[src/rtl/video_timing_gen_pkg.sv]
// Shared XGA timing defaults, sync-bit layout and a small sizing helper.
package video_timing_pkg;

  localparam int unsigned CNT_W        = 12;
  localparam int unsigned MAX_TOTAL    = 4096;
  localparam int unsigned SYNC_DLY_MIN = 1;
  localparam int unsigned SYNC_DLY_MAX = 7;

  localparam int unsigned XGA_H_ACTIVE = 1024;
  localparam int unsigned XGA_H_FP     = 24;
  localparam int unsigned XGA_H_SYNC   = 136;
  localparam int unsigned XGA_H_BP     = 160;
  localparam int unsigned XGA_V_ACTIVE = 768;
  localparam int unsigned XGA_V_FP     = 3;
  localparam int unsigned XGA_V_SYNC   = 6;
  localparam int unsigned XGA_V_BP     = 29;
  localparam logic        XGA_HS_POL   = 1'b0;
  localparam logic        XGA_VS_POL   = 1'b0;

  // Bit order of the delayed sync bundle.
  typedef struct packed {
    logic hs;
    logic vs;
    logic de;
  } sync_bits_t;

  function automatic int unsigned total(input int unsigned a, input int unsigned b,
                                        input int unsigned c, input int unsigned d);
    return a + b + c + d;
  endfunction

  localparam int unsigned XGA_H_TOTAL = total(XGA_H_ACTIVE, XGA_H_FP, XGA_H_SYNC, XGA_H_BP);
  localparam int unsigned XGA_V_TOTAL = total(XGA_V_ACTIVE, XGA_V_FP, XGA_V_SYNC, XGA_V_BP);

endpackage

[src/rtl/video_timing_gen_sync_delay_line.sv]
// Fixed-depth shift register that realigns hsync/vsync/de with renderer output.
module sync_delay_line #(
  parameter int unsigned            WIDTH     = 3,
  parameter int unsigned            DEPTH     = 2,
  parameter logic [WIDTH-1:0]       RESET_VAL = '0
) (
  input  logic             i_clk,
  input  logic             i_rst_n,
  input  logic [WIDTH-1:0] i_d,
  output logic [WIDTH-1:0] o_q
);

  logic [DEPTH-1:0][WIDTH-1:0] pipe_q;
  logic [DEPTH-1:0][WIDTH-1:0] pipe_d;

  // Shift one stage per clock; stage 0 takes the new sample.
  always_comb begin
    pipe_d    = pipe_q;
    pipe_d[0] = i_d;
    for (int unsigned i = 1; i < DEPTH; i++) begin
      pipe_d[i] = pipe_q[i-1];
    end
  end

  // Whole line reloads the idle value on reset so no stale sync leaks out.
  always_ff @(posedge i_clk) begin
    if (!i_rst_n) begin
      pipe_q <= {DEPTH{RESET_VAL}};
    end else begin
      pipe_q <= pipe_d;
    end
  end

  assign o_q = pipe_q[DEPTH-1];

endmodule

[src/rtl/video_timing_gen.sv]
// Raster counters, line/frame pulses and delayed hsync/vsync/de decode.
module video_timing_gen
  import video_timing_pkg::*;
#(
  parameter int unsigned H_ACTIVE = XGA_H_ACTIVE,
  parameter int unsigned H_FP     = XGA_H_FP,
  parameter int unsigned H_SYNC   = XGA_H_SYNC,
  parameter int unsigned H_BP     = XGA_H_BP,
  parameter int unsigned V_ACTIVE = XGA_V_ACTIVE,
  parameter int unsigned V_FP     = XGA_V_FP,
  parameter int unsigned V_SYNC   = XGA_V_SYNC,
  parameter int unsigned V_BP     = XGA_V_BP,
  parameter logic        HS_POL   = XGA_HS_POL,
  parameter logic        VS_POL   = XGA_VS_POL,
  parameter int unsigned SYNC_DLY = 2
) (
  input  logic             i_clk_74M,
  input  logic             i_rst_n,
  output logic [CNT_W-1:0] o_hcnt,
  output logic [CNT_W-1:0] o_vcnt,
  output logic             o_line_start,
  output logic             o_frame_start,
  output logic             o_hsync,
  output logic             o_vsync,
  output logic             o_de
);

  localparam int unsigned H_TOTAL = total(H_ACTIVE, H_FP, H_SYNC, H_BP);
  localparam int unsigned V_TOTAL = total(V_ACTIVE, V_FP, V_SYNC, V_BP);
  localparam int unsigned EXT_W   = CNT_W + 1;

  localparam logic [CNT_W-1:0] H_LAST = CNT_W'(H_TOTAL - 1);
  localparam logic [CNT_W-1:0] V_LAST = CNT_W'(V_TOTAL - 1);

  // Decode bounds carry one extra bit so an end value of 4096 stays exact.
  localparam logic [EXT_W-1:0] H_DE_END  = EXT_W'(H_ACTIVE);
  localparam logic [EXT_W-1:0] V_DE_END  = EXT_W'(V_ACTIVE);
  localparam logic [EXT_W-1:0] H_HS_BEG  = EXT_W'(H_ACTIVE + H_FP);
  localparam logic [EXT_W-1:0] H_HS_END  = EXT_W'(H_ACTIVE + H_FP + H_SYNC);
  localparam logic [EXT_W-1:0] V_VS_BEG  = EXT_W'(V_ACTIVE + V_FP);
  localparam logic [EXT_W-1:0] V_VS_END  = EXT_W'(V_ACTIVE + V_FP + V_SYNC);

  localparam sync_bits_t IDLE_SYNC = '{hs: ~HS_POL, vs: ~VS_POL, de: 1'b0};

  if (H_TOTAL > MAX_TOTAL || V_TOTAL > MAX_TOTAL) begin : g_bad_total
    $error("video_timing_gen: H_TOTAL/V_TOTAL must not exceed 4096");
  end
  if (SYNC_DLY < SYNC_DLY_MIN || SYNC_DLY > SYNC_DLY_MAX) begin : g_bad_dly
    $error("video_timing_gen: SYNC_DLY must be within 1..7");
  end

  logic [CNT_W-1:0] hcnt_q, hcnt_d;
  logic [CNT_W-1:0] vcnt_q, vcnt_d;
  logic             line_start_q, line_start_d;
  logic             frame_start_q, frame_start_d;
  sync_bits_t       sync_raw;
  logic [2:0]       sync_dly;
  sync_bits_t       sync_out;

  // Next raster position; pulses are computed one cycle early so they land with the 0 they flag.
  always_comb begin
    hcnt_d        = hcnt_q + 1'b1;
    vcnt_d        = vcnt_q;
    line_start_d  = 1'b0;
    frame_start_d = 1'b0;
    if (hcnt_q == H_LAST) begin
      hcnt_d       = '0;
      line_start_d = 1'b1;
      if (vcnt_q == V_LAST) begin
        vcnt_d        = '0;
        frame_start_d = 1'b1;
      end else begin
        vcnt_d = vcnt_q + 1'b1;
      end
    end
  end

  // Counter and pulse registers; reset drops straight back to (0,0) with no pulse.
  always_ff @(posedge i_clk_74M) begin
    if (!i_rst_n) begin
      hcnt_q        <= '0;
      vcnt_q        <= '0;
      line_start_q  <= 1'b0;
      frame_start_q <= 1'b0;
    end else begin
      hcnt_q        <= hcnt_d;
      vcnt_q        <= vcnt_d;
      line_start_q  <= line_start_d;
      frame_start_q <= frame_start_d;
    end
  end

  // Raw sync/de decode from the undelayed counters; vsync follows vcnt so its edges sit on hcnt = 0.
  always_comb begin
    sync_raw.de = ({1'b0, hcnt_q} < H_DE_END) && ({1'b0, vcnt_q} < V_DE_END);
    sync_raw.hs = (({1'b0, hcnt_q} >= H_HS_BEG) && ({1'b0, hcnt_q} < H_HS_END)) ? HS_POL : ~HS_POL;
    sync_raw.vs = (({1'b0, vcnt_q} >= V_VS_BEG) && ({1'b0, vcnt_q} < V_VS_END)) ? VS_POL : ~VS_POL;
  end

  sync_delay_line #(
    .WIDTH    (3),
    .DEPTH    (SYNC_DLY),
    .RESET_VAL(IDLE_SYNC)
  ) u_sync_dly (
    .i_clk  (i_clk_74M),
    .i_rst_n(i_rst_n),
    .i_d    (sync_raw),
    .o_q    (sync_dly)
  );

  assign sync_out      = sync_dly;
  assign o_hcnt        = hcnt_q;
  assign o_vcnt        = vcnt_q;
  assign o_line_start  = line_start_q;
  assign o_frame_start = frame_start_q;
  assign o_hsync       = sync_out.hs;
  assign o_vsync       = sync_out.vs;
  assign o_de          = sync_out.de;

endmodule

[config.mk]
export PLATFORM = sky130hd
export DESIGN_NAME = video_timing_gen
export DESIGN_NICKNAME = d
export VERILOG_FILES = /design/src/rtl/video_timing_gen_pkg.sv /design/src/rtl/video_timing_gen_sync_delay_line.sv /design/src/rtl/video_timing_gen.sv
export SDC_FILE = /design/constraint.sdc
export NUM_CORES = 1
export LEC_CHECK = 0
export ABC_AREA = 1
export CAP_MARGIN = 15
export CORE_MARGIN = 4
export CORE_UTILIZATION = 54
export DETAILED_ROUTE_END_ITERATION = 8
export PLACE_DENSITY = 0.87
export SLEW_MARGIN = 20
export SYNTH_ARGS = -nofsm -noshare
export SYNTH_HDL_FRONTEND = slang
export SYNTH_SLANG_ARGS = --single-unit
[constraint.sdc]
create_clock -name i_clk_74M -period 3.9 [get_ports i_clk_74M]
set_input_delay 0.585 -clock i_clk_74M [delete_from_list [all_inputs] [get_ports i_clk_74M]]
set_output_delay 0.585 -clock i_clk_74M [all_outputs]
set_load 0.01 [all_outputs]
==> results of run 1 <==
[per-stage QoR]
step | util, % | power (uW) | instance area [um^2]
final | 70.1 | 552 | 1930
after global routing | 70.1 | 573 | 1930
after CTS | 70.1 | 558 | 1930
after detailed placement | 67.9 | 363 | 1870
after global placement | 67.9 | 362 | 1870
after floorplan | - | 353 | 1570
[final cells by class]
cell class,count,area [um^2],share of cell area [%]
Inverter,32,120,6.22
Timing Repair Buffer,30,300,15.5
Multi-Input combinational cell,153,773,40.0
Clock buffer,8,58.8,3.04
Sequential cell,32,641,33.2
Tap cell,31,38.8,2.01
[flip-flops by register name, summed over array words and instances (netlist names)]
name and flops:
o_frame_start 1, o_hcnt 12, u_sync_dly.pipe_d 3, o_vcnt 12, o_line_start 1, u_sync_dly.o_q 3
[report_power, final]
part | total [uW] | internal (uW) | switching (uW)
sequential | 333 | 330 | 3.10
clock | 197 | 88.9 | 109
combinational | 21.6 | 9.56 | 12.1
total | 552 | 429 | 124
[cells in the mapped netlist, drive strengths merged, types with 3 or more instances]
master   n  area share (%)
dfxtp   32              41
ha       4             3.2
nor3    10             3.5
nand2   50              12
buf      5             2.2
a21oi   11             3.5
nand4   10             4.0
nor2    35             9.3
nand3   15             5.4
xor2     5             2.8
or2      3             1.2
inv     31             7.4
o21ai    5             1.6
[cell families after synthesis]
| logic type | count (synthesis) | share of synthesized area, % |
|---|---|---|
| and+or+nand+nor | 125 | 36.6 |
| buffers and inverters | 37 | 9.82 |
| AOI/OAI and AO/OA | 18 | 6.15 |
| xor gates and xnor gates | 6 | 3.35 |
| DFF | 32 | 40.9 |
| adders and majority gates | 4 | 3.19 |
[metal layers]
metal | wire (um) | vias to the layer above
li1 | - | 767
met1 | 1590 | 626
met2 | 1420 | 50
met3 | 199 | 5
met4 | 63 | 0
met5 | 0 | -
[worst register-to-register path: cells and delay by family, from the launching register on]
kind | cells | cell delay, ns
adders and majority gates | 1 | 0.19
and+or+nand+nor | 7 | 1.05
DFF | 1 | 0.41
buffers and inverters | 2 | 0.23
[how the worst min path moves through the flow]
stage                                          startpoint                            to  cells after the start
after floorplan           u_sync_dly.pipe_d[3]$_SDFF_PN0_  u_sync_dly.o_q[0]$_SDFF_PN0_                      2
after global placement    u_sync_dly.pipe_d[5]$_SDFF_PN1_  u_sync_dly.o_q[2]$_SDFF_PN1_                      1
after detailed placement  u_sync_dly.pipe_d[5]$_SDFF_PN1_  u_sync_dly.o_q[2]$_SDFF_PN1_                      1
after CTS                 u_sync_dly.pipe_d[5]$_SDFF_PN1_  u_sync_dly.o_q[2]$_SDFF_PN1_                      1
after global routing      u_sync_dly.pipe_d[5]$_SDFF_PN1_  u_sync_dly.o_q[2]$_SDFF_PN1_                      1
final                     u_sync_dly.pipe_d[5]$_SDFF_PN1_  u_sync_dly.o_q[2]$_SDFF_PN1_                      1
==> impl_metrics.py, run 1 <==
metrics = {
    "run_status": {
        "outcome": "finished, final reports clean",
    },
    "placement": {
        "place_hpwl_um": 2450,
        "global_placement_routability_congestion": 0.954,
        "placement.io_buffers": 30,
        "numPlacedInstances": 278,
        "pre_cts_slack_ns": 1.89,
    },
    "global_routing": {
        "grt_pass1_wl_um": 5590,
        "globalRoute.busiestLayer": "met2",
        "antenna_violations_before_repair": 0,
        "grt.overflow.total": 0,
        "grt_util_met2_pct": 28.6,
        "grt_usage_pct": 19.8,
        "grt_start_max_net_pins": 13,
        "global_route.usage.met3_pct": 5.79,
        "gr-usage-met1_pct": 27.2,
        "first_global_vias": 1294,
    },
    "floorplanning": {
        "core_area_mm2": 0.00276,
        "num_io_pins": 31,
        "design.die.area_mm2": 0.00383,
        "fp.dieH_um": 61.9,
        "initial_core_util_pct": 56.9,
        "core.rowCount": 19,
        "die_w_um": 61.9,
    },
    "critical_path": {
        "worstSetupEndpointType": "primary output",
        "cp_top_family": "buffers and inverters",
        "worst_ep_required_time_ns": 3.31,
        "worstRegToRegCells": 10,
        "worstPathMaxFanout": 10,
        "crit_path_top_delay_cell": "sky130_fd_sc_hd__clkdlybuf4s50_1",
        "critical_path.reg2reg.startpoint": "o_hcnt[0]$_SDFF_PP0_",
        "crit_arrival_ns": 1.46,
        "crit_path_cell_trace": "clkdlybuf4s50_1",
        "crit_path_launch": "o_vcnt[3]$_SDFFE_PN0P_",
        "r2r_slack_ns": 1.94,
        "cp.buffers_inverters": 1,
        "crit_type": "register to primary output",
        "critical_path_depth": 1,
        "cp-start-kind": "register",
        "r2r-end": "o_vcnt[9]$_SDFFE_PN0P_",
        "timing.critical_path.slowest_cell_delay_ns": 0.60,
        "crit_path_end": "o_vcnt[3]",
    },
    "finish": {
        "antenna_cells_inserted": 0,
        "leading_cell_type_in_the_layout_fill_and_taps_excluded": "sky130_fd_sc_hd__nand2_1",
        "areaGrowthSynthToFinish_pct": 23.2,
        "post_route_non_filler_standard_cell_count": 286,
        "number_of_fill_cells": 238,
        "most-common-layout-cells": "48 x sky130_fd_sc_hd__nand2_1, 32 x sky130_fd_sc_hd__dfxtp_1, 31 x sky130_fd_sc_hd__nor2_1",
        "drive_above_1_share_pct": 9.02,
        "finalNetCount": 260,
    },
    "timing": {
        "finalSetupViolations": 0,
        "fin_worst_skew_ns": 0.00853,
        "timing.final.max_slew_violations": 0,
        "layout_setup_ws_ns": 1.85,
        "fin_crit_ns": 2.05,
        "grt_setup_unrepaired": "false",
        "tightest_slew_ns": 0.354,
        "timing.slew.headroom_pct": 76.3,
        "totalNegativeSetupSlack_ns": 0,
        "report.final.hold_viol_count": 0,
        "final_cycle_share_pct": 52.4,
        "hold_ws_ns": 0.422,
        "fmaxAchievable_ghz": 0.489,
    },
    "job": {
        "maxCapViolations": 0,
    },
    "logic_synthesis": {
        "netlist_instances": 222,
        "synthArstFlopShare_pct": 0,
        "synth_seq_area_share_pct": 40.9,
        "synthesis.area_per_instance_um2": 7.06,
        "mappedNetlistNets": 228,
        "syn-cell-area_mm2": 0.00157,
        "synth-warning-count": 0,
        "dominantRegCellSynth": "sky130_fd_sc_hd__dfxtp_1",
        "synth.ff_latch_count": 32,
        "synth.lib_cells_used.distinct": 28,
        "count_of_flip_flops_with_a_built_in_enable_after_synthesis": 0,
    },
    "routing": {
        "number_of_drc_violations_after_detailed_routing_iteration_0": 60,
        "drt.antenna.violating_nets": 0,
        "via_count": 1448,
        "detail_route.first_pass.iterations": 4,
        "wire_per_inst_um": 11.5,
        "route.detailed.vias_per_inst": 5.06,
        "route.final.wire_length_um": 3280,
        "route.detailed.drc": 0,
    },
    "pwr": {
        "cellLeakagePower_uw": 0.000779,
        "vdd.ir_drop.worst_mv": 0.259,
        "power.density_mw_per_mm2": 286,
    },
    "clocking": {
        "cts_post_setup_buffers_inserted": 0,
        "cts_buffers": 5,
        "clock_latency_ns": 0.33,
        "cts-hold-fix-buffers": 0,
        "cts.path.max_buffers": 2,
        "cts_resized": 0,
        "worst_setup_hold_path_clk_slew_ns": 0.10,
        "h-tree-depth": 2,
        "tritoncts": "built",
        "cts.root.buffer_cell": "sky130_fd_sc_hd__clkbuf_4",
        "clock_sink_count": 32,
    },
    "hold_path": {
        "hold_crit_path_type": "register to register",
    },
}
(Power assumes the default switching activity.)
==> run 2, diff against run 1 <==
CORE_UTILIZATION = 50   (was 54)
PLACE_DENSITY = 0.82   (was 0.87)
clock period = 1.9 ns   (was 3.9 ns; I/O delays follow)
==> impl_metrics.py, run 2 (synthesis gave the netlist of run 1 again) <==
metrics = {
    "finish": {
        "leading_cell_type_in_the_layout_fill_and_taps_excluded": "sky130_fd_sc_hd__nand2_1",
        "finalNetCount": 262,
        "layout.cell_area.non_filler_mm2": 0.00196,
        "areaGrowthSynthToFinish_pct": 25.2,
        "antenna_cells_inserted": 0,
        "drive_above_1_share_pct": 9.73,
        "final_core_util_pct": 64.8,
        "most-common-layout-cells": "48 x sky130_fd_sc_hd__nand2_1, 32 x sky130_fd_sc_hd__dfxtp_1, 31 x sky130_fd_sc_hd__nor2_1",
    },
    "clocking": {
        "cts.path.max_buffers": 2,
        "worst_setup_hold_path_clk_slew_ns": 0.10,
        "cts-hold-fix-buffers": 0,
        "cts_resized": 0,
        "tritoncts": "built",
        "h-tree-depth": 2,
        "cts.root.buffer_cell": "sky130_fd_sc_hd__clkbuf_4",
        "cts_post_setup_buffers_inserted": 0,
        "clock_sink_count": 32,
        "clock_latency_ns": 0.33,
        "cts_buffers": 5,
    },
    "timing": {
        "grt_setup_unrepaired": "false",
        "finalSetupViolations": 0,
        "timing.final.max_slew_violations": 0,
        "layout_setup_ws_ns": 0.158,
        "report.final.hold_viol_count": 0,
        "fin_worst_skew_ns": 0.00526,
        "tightest_slew_ns": 0.329,
        "fmaxAchievable_ghz": 0.574,
        "fin_crit_ns": 1.74,
        "totalNegativeSetupSlack_ns": 0,
        "timing.slew.headroom_pct": 77.9,
        "final_cycle_share_pct": 91.7,
    },
    "run_status": {
        "outcome": "finished, final reports clean",
    },
    "floorplanning": {
        "fp.dieH_um": 64.0,
        "num_io_pins": 31,
        "core.rowCount": 20,
        "design.die.area_mm2": 0.00410,
        "core_area_mm2": 0.00303,
        "initial_core_util_pct": 51.8,
        "die_w_um": 64.0,
    },
    "placement": {
        "placement.io_buffers": 30,
        "pre_cts_slack_ns": 0.192,
        "place_hpwl_um": 2460,
        "postPlaceCellArea_mm2": 0.00190,
        "global_placement_routability_congestion": 0.880,
    },
    "routing": {
        "detail_route.first_pass.iterations": 4,
        "route.final.wire_length_um": 3280,
        "drt.antenna.violating_nets": 0,
        "number_of_drc_violations_after_detailed_routing_iteration_0": 35,
        "wire_per_inst_um": 10.9,
        "route.detailed.vias_per_inst": 4.81,
        "route.detailed.drc": 0,
        "via_count": 1449,
    },
    "critical_path": {
        "cp.buffers_inverters": 1,
        "cp-start-kind": "register",
        "worst_ep_required_time_ns": 1.62,
        "worstPathMaxFanout": 9,
        "timing.critical_path.slowest_cell_delay_ns": 0.60,
        "crit_path_cell_trace": "clkdlybuf4s50_1",
        "crit_arrival_ns": 1.46,
        "worstSetupEndpointType": "primary output",
        "crit_type": "register to primary output",
        "crit_path_top_delay_cell": "sky130_fd_sc_hd__clkdlybuf4s50_1",
        "cp_top_family": "buffers and inverters",
    },
    "global_routing": {
        "grt_pass1_wl_um": 5980,
        "grt_start_max_net_pins": 12,
        "first_global_vias": 1340,
        "grt.overflow.total": 0,
        "antenna_violations_before_repair": 0,
        "grt_usage_pct": 18.4,
    },
    "pwr": {
        "power_frac_clock_pct": 36.0,
        "share_comb_of_total_power_pct": 4.0,
        "cellLeakagePower_uw": 0.000789,
        "switching_share_pct": 22.8,
        "power.internal_uw": 881,
        "total_switching_power_uw": 260,
        "power.density_mw_per_mm2": 581,
        "seqPwrFrac_pct": 60.0,
        "vdd.ir_drop.worst_mv": 0.428,
    },
    "hold_path": {
        "hold_crit_path_type": "register to register",
    },
    "job": {
        "maxCapViolations": 0,
    },
}
[run 2: routing by layer]
| metal | track usage, % | share of wire (%) | wire length (um) | up-vias |
|---|---|---|---|---|
| met4 | 8.89 | 2.0 | 64 | 0 |
| li1 | - | - | - | 773 |
| met2 | 28.3 | 44 | 1450 | 31 |
| met1 | 24.0 | 50 | 1630 | 638 |
| met5 | 0 | 0 | 0 | - |
| met3 | 4.57 | 4.0 | 132 | 7 |
[run 2: path summary, 6_finish.rpt]
check                                  start                      endpoint  slack, ns  cells after the start
max                   o_vcnt[4]$_SDFFE_PN0P_                     o_vcnt[4]       0.16                      1
min          u_sync_dly.pipe_d[5]$_SDFF_PN1_  u_sync_dly.o_q[2]$_SDFF_PN1_       0.43                      1
max reg2reg           o_vcnt[0]$_SDFFE_PN0P_       o_vcnt[10]$_SDFFE_PN0P_       0.36                      9
min reg2reg  u_sync_dly.pipe_d[5]$_SDFF_PN1_  u_sync_dly.o_q[2]$_SDFF_PN1_       0.43                      1
[run 2: final cells by class]
cell class                 count  area, um^2
sequential                    32         641
tap                           44        55.1
fill                         282        1060
clock buffer                   8        58.8
multi-input combinational    153         773
inverter                      32         120
timing repair buffer          32         315
[run 2: metrics by stage]
step,hold WS [ns],cells,power [uW]
global placement,0.401,293,745
detailed placement,0.405,293,746
CTS,0.428,301,1140
finish,0.432,301,1140
global route,0.452,301,1190
floorplan,0.378,222,724
[run 2: power by group through the flow]
stage	clock, uW	combinational (uW)	sequential (uW)
3_3_place_gp	0	44.9	700
5_1_grt	452	52.1	686
6_report	410	45.9	684
4_1_cts	414	46.5	684
2_1_floorplan	0	21.7	702
3_5_place_dp	0	46.0	700
==> run 3, diff against run 2 <==
CAP_MARGIN = 20   (was 15)
CTS_CLUSTER_SIZE = 12   (was not set)
GPL_ROUTABILITY_DRIVEN = 1   (was not set)
==> results of run 3 <==
No change in the layout: final DEF, timing and power equal those of run 2.
